--- src/rtl/pc_fetch_seq.sv ---
// Multi-cycle fetch sequencer: owns the PC and runs each instruction through an imem
// handshake and then waits for the datapath's done strobe. `DELAY_SLOT_EN adds a MIPS branch delay slot.
module pc_fetch_seq #(
   parameter logic [29:0] RESET_PC      = 30'h0000_0C00,
   parameter int unsigned FETCH_TIMEOUT = 16
) (
   input  logic        clk,
   input  logic        rst,
   output logic        imem_req,
   output logic [29:0] imem_addr,
   input  logic        imem_ack,
   input  logic [31:0] imem_rdata,
   output logic [31:0] instr,
   output logic        instr_valid,
   input  logic        ex_done,
   input  logic        jump,
   input  logic [25:0] j_target,
   input  logic        branch,
   input  logic        zero,
   input  logic [29:0] br_target,
   output logic [29:0] pc,
   output logic        fetch_err
);

   typedef enum logic [1:0] {IDLE, FETCH, EXEC, ERR} state_t;

   localparam logic [7:0] TIMEOUT_LAST = 8'(FETCH_TIMEOUT - 1);

   state_t      state_q, state_d;
   logic [29:0] pc_q, pc_d;
   logic [31:0] instr_q, instr_d;
   logic        instr_valid_q, instr_valid_d;
   logic [7:0]  count_q, count_d;

   logic        redirect;
   logic [29:0] redirect_pc;
   logic [29:0] seq_pc;

`ifdef DELAY_SLOT_EN
   logic        pend_q, pend_d;
   logic [29:0] pend_pc_q, pend_pc_d;
`endif

   always_ff @(posedge clk) begin
      if (rst) begin
         state_q       <= IDLE;
         pc_q          <= RESET_PC;
         instr_q       <= 32'h0;
         instr_valid_q <= 1'b0;
         count_q       <= 8'h0;
`ifdef DELAY_SLOT_EN
         pend_q        <= 1'b0;
         pend_pc_q     <= 30'h0;
`endif
      end else begin
         state_q       <= state_d;
         pc_q          <= pc_d;
         instr_q       <= instr_d;
         instr_valid_q <= instr_valid_d;
         count_q       <= count_d;
`ifdef DELAY_SLOT_EN
         pend_q        <= pend_d;
         pend_pc_q     <= pend_pc_d;
`endif
      end
   end

   always_comb begin
      state_d = state_q;
      case (state_q)
         IDLE:    state_d = FETCH;
         FETCH: begin
            if (imem_ack)
               state_d = EXEC;
            else if (count_q == TIMEOUT_LAST)
               state_d = ERR;
         end
         EXEC:    if (ex_done) state_d = FETCH;
         ERR:     state_d = ERR;
         default: state_d = IDLE;
      endcase
   end

   // Jump keeps the top four bits of the current word address (the 256 MB region).
   always_comb begin
      redirect    = jump | (branch & zero);
      redirect_pc = jump ? {pc_q[29:26], j_target} : br_target;
      seq_pc      = pc_q + 30'd1;
   end

   always_comb begin
      pc_d          = pc_q;
      instr_d       = instr_q;
      instr_valid_d = 1'b0;
      count_d       = count_q;
`ifdef DELAY_SLOT_EN
      pend_d        = pend_q;
      pend_pc_d     = pend_pc_q;
`endif
      if (state_q == FETCH) begin
         if (imem_ack) begin
            instr_d       = imem_rdata;
            instr_valid_d = 1'b1;
            count_d       = 8'h0;
         end else begin
            count_d = count_q + 8'd1;
         end
      end
      if (state_q == EXEC && ex_done) begin
`ifdef DELAY_SLOT_EN
         // The slot instruction always retires sequentially; its own redirect is dropped.
         if (pend_q) begin
            pc_d   = pend_pc_q;
            pend_d = 1'b0;
         end else if (redirect) begin
            pc_d      = seq_pc;
            pend_d    = 1'b1;
            pend_pc_d = redirect_pc;
         end else begin
            pc_d = seq_pc;
         end
`else
         pc_d = redirect ? redirect_pc : seq_pc;
`endif
      end
   end

   always_comb begin
      imem_req    = (state_q == FETCH);
      fetch_err   = (state_q == ERR);
      imem_addr   = pc_q;
      pc          = pc_q;
      instr       = instr_q;
      instr_valid = instr_valid_q;
   end

endmodule
--- config.mk ---
export PLATFORM = sky130hd
export DESIGN_NAME = pc_fetch_seq
export DESIGN_NICKNAME = d
export VERILOG_FILES = /design/src/rtl/pc_fetch_seq.sv
export SDC_FILE = /design/constraint.sdc
export NUM_CORES = 1
export LEC_CHECK = 0
export ABC_AREA = 1
export CORE_ASPECT_RATIO = 1.25
export CORE_MARGIN = 2
export CORE_UTILIZATION = 42
export CTS_CLUSTER_SIZE = 30
export DETAILED_ROUTE_END_ITERATION = 7
export HOLD_SLACK_MARGIN = 0.02
export PLACE_DENSITY_LB_ADDON = 0.08
export SLEW_MARGIN = 20
export SYNTH_ARGS = -nofsm -noshare
export SYNTH_HDL_FRONTEND = slang
export SYNTH_SLANG_ARGS = --single-unit
--- constraint.sdc ---
create_clock -name clk -period 1.8 [get_ports clk]
set_input_delay 0.36 -clock clk [delete_from_list [all_inputs] [get_ports clk]]
set_output_delay 0.36 -clock clk [all_outputs]
set_load 0.03 [all_outputs]
==> metrics.cfg, run 1 <==
[critical_path]
crit_buf_inv = 1
critPathMaxStageDelay_ns = 0.70
cp_cell_sequence = clkdlybuf4s50_1
crit_family = buffers and inverters
crit_required_ns = 1.44
cp_max_fo = 3
critical_path_arrival_ns = 1.43
critical_path_class = reg2out
startpoint_type = flop
crit_slowest_cell = clkdlybuf4s50_1
endpoint_kind = output port

[sta]
fmax_ghz = 0.560
maxSlewViolCount = 0
fin_tns_setup_ns = 0
rsz0062_at_grt = false
tightest_slew_ns = 0.387
finalSetupViolCount = 0
finalHoldViolCount = 0
max_slew_margin = 0.740
skew_ns = 0.00646
finalCritPeriodShare = 0.992
period_needed_ns = 1.79

[status]
status = completed

[logic_synthesis]
synth_top_area_cell = dfxtp_1
synth_area_per_cell_um2 = 7.19
async_flop_share = 0
ys.flop_type = dfxtp_1
synth_top_cell_area_share = 0.350
ys_top_cells_by_area = dfxtp_1 (35%), nand2_1 (15%), a22o_1 (6.7%)
synth_commonest_cells = nand2_1 (172), dfxtp_1 (73), a21oi_1 (45), nor2_1 (33)
postSynthNetCount = 678
yosysMostFrequentCell = nand2_1
ys_ff_latch = 73
ys_seq_area_frac = 0.350
synth_cell_type_count = 40
synth-edff-count = 0
synth_warnings = 0
postSynthCellCount = 581
netlist_area_um2 = 4180

[grt]
grt_pass1_vias = 4266
gr-total-overflow = 0
grt_util_all_layers = 0.232
grt_max_degree = 37
grt_antenna_before_repair = 0
grt_pass1_wl_um = 20100

[power]
power.leakage_nw = 2.81
power_per_cell_area_nw_per_um2 = 693
ir_drop_uv = 396

[floorplan]
initial_core_util = 0.432
die_x_um = 93.2
die_area_um2 = 10800
io_pins = 190
core_region_area_um2 = 9660
core.rowCount = 40
die_h_um = 115

[cts]
root_buffer = clkbuf_16
clock_latency_ns = 0.33
clockBufferDepth = 2
tritoncts = done
cts.htree.levels = 3
cts.sinks = 73
numCtsBuffers = 9
clk_pin_slew_ns = 0.07

[routing]
ant_nets = 0
dr.pass1.iters = 4
first_iter_violations = 185
wl_per_cell_um = 14.4
wl_um = 12600
num_vias = 4375
drc = 0
via_per_inst = 4.98

[hold_path]
hold_class = reg2reg

[finish]
final_nets = 845
num_antenna_cells = 0
post-route-util = 0.652
drive_gt1_frac = 0.102
syn2layout_area_growth_pct = 50.9
regArea_um2 = 1460
fillers = 894
multi_input_area_um2 = 2180
final_cells = 879

[placed_design]
port_buffers = 189
gp_congestion = 0.864
dp_hpwl_um = 9430
dpl.cell_count = 863

[run]
cap_violations = 0

## placed cells by master (no fill, tap or decap), drive strengths merged
master,Yosys,final
a21o,1,1
a21oi,47,47
a221oi,1,1
a22o,32,32
a31oi,13,13
and2,1,1
buf,48,21
clkbuf,6,9
clkdlybuf4s50,0,134
clkinv,1,1
clkinvlp,0,2
dfxtp,73,73
dlygate4sd2,0,50
dlymetal6s2s,0,5
ha,2,2
inv,40,45
nand2,178,178
nand3,21,21
nand3b,4,4
nand4,1,1
nor2,51,51
nor3,6,6
nor4,2,2
o211ai,3,3
o21ai,36,36
o31ai,1,1
or2,2,2
xnor2,1,1
xor2,10,10
## routing by layer
metal	GRT usage	up-vias	wire, um
met3	0.0384	11	736
met4	0.0686	0	119
met5	0	-	0
met2	0.417	135	6540
met1	0.286	2002	5230
li1	-	2227	-
## where the power goes
| part | leakage, nW | internal, W | total, W | switching [W] |
|---|---|---|---|---|
| Clock | 0.135 | 0.000963 | 0.00174 | 0.000777 |
| Sequential | 0.593 | 0.00168 | 0.00175 | 0.0000619 |
| Combinational | 2.08 | 0.000426 | 0.000879 | 0.000453 |
| Total | 2.81 | 0.00307 | 0.00437 | 0.00129 |
## cells by family after synthesis
group / synth area share
compound gates: 0.199
xor+xnor: 0.0249
fa+ha+maj: 0.00599
buf+inv: 0.129
flops: 0.350
simple gates: 0.291
## sequential cells by signal, summed over array words and instances (netlist names)
register and flops:
instr 32, imem_addr 30, count_q 8, state_q 2, instr_valid 1
## final cells by class
| class | count | share of cell area |
|---|---|---|
| multi-input combinational | 413 | 0.345 |
| tap | 126 | 0.0250 |
| inverter | 41 | 0.0252 |
| clock buffer | 9 | 0.0357 |
| sequential | 73 | 0.232 |
| timing repair buffer | 210 | 0.327 |
| clock inverter | 7 | 0.00973 |
## stage by stage
step	worst slack, ns	instance area, um^2	hold WS (ns)	power, W
finish	0.0149	6300	0.475	0.00437
global route	0.000783	6300	0.490	0.00453
CTS	0.00911	6290	0.478	0.00441
detailed placement	-0.141	6060	0.456	0.00269
global placement	-0.0485	6060	0.455	0.00268
floorplan	0.0642	4180	0.439	0.00225
## repair_timing
item | 4_1_cts | 5_1_grt
resized for setup | 50 | 7
setup buffers | 0 | 0
hold buffers | 0 | 0
setup endpoints to repair | 50 | 8
## worst paths after layout
path	start	to	slack, ns	cells past startpoint
setup / recovery	imem_addr[25]	imem_addr[25]	0.01	1
hold / removal	instr[1]	instr[1]	0.47	1
setup reg to reg	imem_addr[1]	imem_addr[24]	0.11	10
hold reg to reg	instr[1]	instr[1]	0.47	1
(Power assumes the default switching activity.)
==> run 2, diff against run 1 <==
--- a/config.mk
+++ b/config.mk
@@ -9,6 +9,7 @@
 export CORE_ASPECT_RATIO = 1.25
 export CORE_MARGIN = 2
 export CORE_UTILIZATION = 42
+export CTS_BUF_LIST = sky130_fd_sc_hd__clkbuf_8 sky130_fd_sc_hd__clkbuf_16
 export CTS_CLUSTER_SIZE = 30
 export DETAILED_ROUTE_END_ITERATION = 7
 export HOLD_SLACK_MARGIN = 0.02
==> results of run 2 <==
No change in the layout: final DEF, timing and power equal those of run 1.
==> run 3, diff against run 2 <==
--- a/config.mk
+++ b/config.mk
@@ -6,13 +6,15 @@
 export NUM_CORES = 1
 export LEC_CHECK = 0
 export ABC_AREA = 1
+export CAP_MARGIN = 30
 export CORE_ASPECT_RATIO = 1.25
 export CORE_MARGIN = 2
-export CORE_UTILIZATION = 42
+export CORE_UTILIZATION = 40
 export CTS_BUF_LIST = sky130_fd_sc_hd__clkbuf_8 sky130_fd_sc_hd__clkbuf_16
 export CTS_CLUSTER_SIZE = 30
 export DETAILED_ROUTE_END_ITERATION = 7
 export HOLD_SLACK_MARGIN = 0.02
+export MAX_ROUTING_LAYER = met4
 export PLACE_DENSITY_LB_ADDON = 0.08
 export SLEW_MARGIN = 20
 export SYNTH_ARGS = -nofsm -noshare
==> run 3 against run 2 <==
Against the previous run: worst setup slack better by 0.033 ns; final area is 0.42% lower; hold slack worse by 0.0015 ns; count of clock-buffer cells in the layout stayed put; first-iteration DRC count is 7.0% higher; final cell count is 0.46% higher; global-route usage is 0.31 points lower; clock power hardly changed; register-to-register slack better by 0.07 ns; utilization is 3.5 points lower; clock skew hardly changed; fmax is 1.9% higher; critical endpoint is now pc[26]; highest routed layer unchanged.
==> metrics.cfg, run 3 (synthesis results as in run 1) <==
[grt]
grt_util_all_layers = 0.229  ; -0.00312
grt_pass1_wl_um = 20300  ; +0.58%
grt_antenna_before_repair = 0  ; unchanged
grt_max_degree = 37  ; unchanged
gr-total-overflow = 0  ; unchanged
grt_pass1_vias = 4179  ; -2.0%

[routing]
via_per_inst = 4.98  ; about the same
wl_per_cell_um = 14.1  ; -2.1%
num_vias = 4398  ; +0.53%
first_iter_violations = 198  ; +7.0%
ant_nets = 0  ; unchanged
wl_um = 12400  ; -1.6%
dr.pass1.iters = 5  ; +1
drc = 0  ; unchanged

[run]
cap_violations = 0  ; unchanged

[critical_path]
reg2reg_from = imem_addr[1]
crit_required_ns = 1.44  ; about the same
crit_cells = 1  ; unchanged
crit_slowest_cell = clkdlybuf4s50_1
critPathMaxStageDelay_ns = 0.71  ; about the same
crit_buf_inv = 1  ; unchanged
startpoint_type = flop
cp_max_fo = 3  ; unchanged
r2r_end = imem_addr[24]
critical_path_class = reg2out
reg2reg_slack_ns = 0.18  ; +0.07 ns
cp_cell_sequence = clkdlybuf4s50_1
rr_worst_depth = 9  ; -1
endpoint_kind = output port
critical_path_arrival_ns = 1.39  ; -0.04 ns
crit_family = buffers and inverters

[status]
status = completed

[hold_path]
hold_class = reg2reg
hold_depth = 1  ; unchanged
min_from = instr[8]
min_to = instr[8]

[floorplan]
die_h_um = 118  ; +2.4%
io_pins = 190  ; unchanged
initial_core_util = 0.411  ; -0.0212
core.rowCount = 41  ; +2.5%
die_area_um2 = 11300  ; +4.8%
core_region_area_um2 = 10200  ; +5.2%
die_x_um = 95.4  ; +2.4%

[power]
power_per_cell_area_nw_per_um2 = 692  ; about the same
finalPower_w = 0.00435  ; -0.45%
p_seq_frac = 0.402  ; +0.002
p_switching_w = 0.00129  ; -0.41%
sw_frac_of_total = 0.296  ; about the same
ir_drop_uv = 399  ; +0.79%
p_int_w = 0.00306  ; -0.47%
power.leakage_nw = 2.79  ; -0.70%
power_frac_comb = 0.199  ; -0.002
p_clk_frac = 0.399  ; about the same

[cts]
cts.htree.levels = 3  ; unchanged
clock_latency_ns = 0.34  ; about the same
clk_pin_slew_ns = 0.07  ; about the same
clockBufferDepth = 2  ; unchanged
numCtsBuffers = 9  ; unchanged
tritoncts = done
cts.sinks = 73  ; unchanged
ctsHoldBuffers = 0  ; unchanged
root_buffer = clkbuf_16

[placed_design]
dp_hpwl_um = 9470  ; +0.37%
port_buffers = 189  ; unchanged
dp_slack_ns = -0.133  ; +0.00807 ns
gp_congestion = 0.950  ; +9.9%

[sta]
finalSetupViolCount = 0  ; unchanged
rsz0062_at_grt = false
tightest_slew_ns = 0.364  ; -0.0229 ns
max_slew_margin = 0.757  ; +0.0172
period_needed_ns = 1.75  ; -0.0328 ns
holdWs_ns = 0.473  ; -0.00151 ns
finalCritPeriodShare = 0.973  ; -0.0182
fin_tns_setup_ns = 0  ; unchanged
skew_ns = 0.00652  ; +0.0000655 ns
finalHoldViolCount = 0  ; unchanged
setup_slack_ns = 0.0477  ; +0.0328 ns
maxSlewViolCount = 0  ; unchanged
fmax_ghz = 0.571  ; +1.9%

[finish]
syn2layout_area_growth_pct = 50.3
post-route-util = 0.618  ; -0.0346
layout_common_cells = nand2_1 (172), clkdlybuf4s50_1 (131), dfxtp_1 (72), dlygate4sd2_1 (55), a21oi_1 (45)
final_common_cell = nand2_1
largest_reg_flops = 32  ; unchanged
final_nets = 846  ; +0.12%
drive_gt1_frac = 0.105  ; +0.00252
num_antenna_cells = 0  ; unchanged

run 3: cell count changes in the layout (fill, tap and decap cells not counted), sizes merged:
cell           delta
buf               +1
clkdlybuf4s50     -3
dlygate4sd2       +5
dlymetal6s2s      -2
run 3: area by class of cell:
class | instances | area (um^2)
Multi-Input combinational cell | 413 | 2180
Fill cell | 939 | 3880
Inverter | 41 | 159
Sequential cell | 73 | 1460
Clock inverter | 7 | 58.8
Tap cell | 129 | 161
Clock buffer | 9 | 225
Timing Repair Buffer | 211 | 2030
run 3: worst max-delay path by stage:
stage / startpoint / end / slack (ns)
2_1_floorplan: imem_addr[0] / imem_addr[24] / 0.06
3_3_place_gp: imem_ack / count_q[6] / -0.06
3_5_place_dp: imem_ack / count_q[6] / -0.13
4_1_cts: imem_addr[2] / pc[2] / 0.0007
5_1_grt: imem_addr[26] / pc[26] / 0.01
6_report: imem_addr[26] / pc[26] / 0.05
run 3: timing repair:
item | 4_1_cts | 5_1_grt
buffers inserted | 0 | 1
pin swaps | 0 | 1
resized for setup | 55 | 6
cloned | 0 | 0
setup endpoints to repair | 56 | 9
run 3: metrics by stage:
step	instance area [um^2]	instances
global placement	6040	866
global route	6280	883
floorplan	4180	581
CTS	6260	882
finish	6280	883
detailed placement	6040	866
run 3: power by group through the flow:
stage	registers, W	logic [W]	clock network (W)
CTS	0.00175	0.000869	0.00176
global route	0.00176	0.000930	0.00184
finish	0.00175	0.000865	0.00173
detailed placement	0.00179	0.000898	0
global placement	0.00178	0.000891	0
floorplan	0.00190	0.000349	0
run 3: routing by layer:
layer	vias to the layer above	GRT usage	part of all wire
li1	2228	-	-
met1	2020	0.284	0.43
met2	140	0.383	0.50
met3	10	0.0351	0.063
met4	0	0.0679	0.012
met5	-	-	0
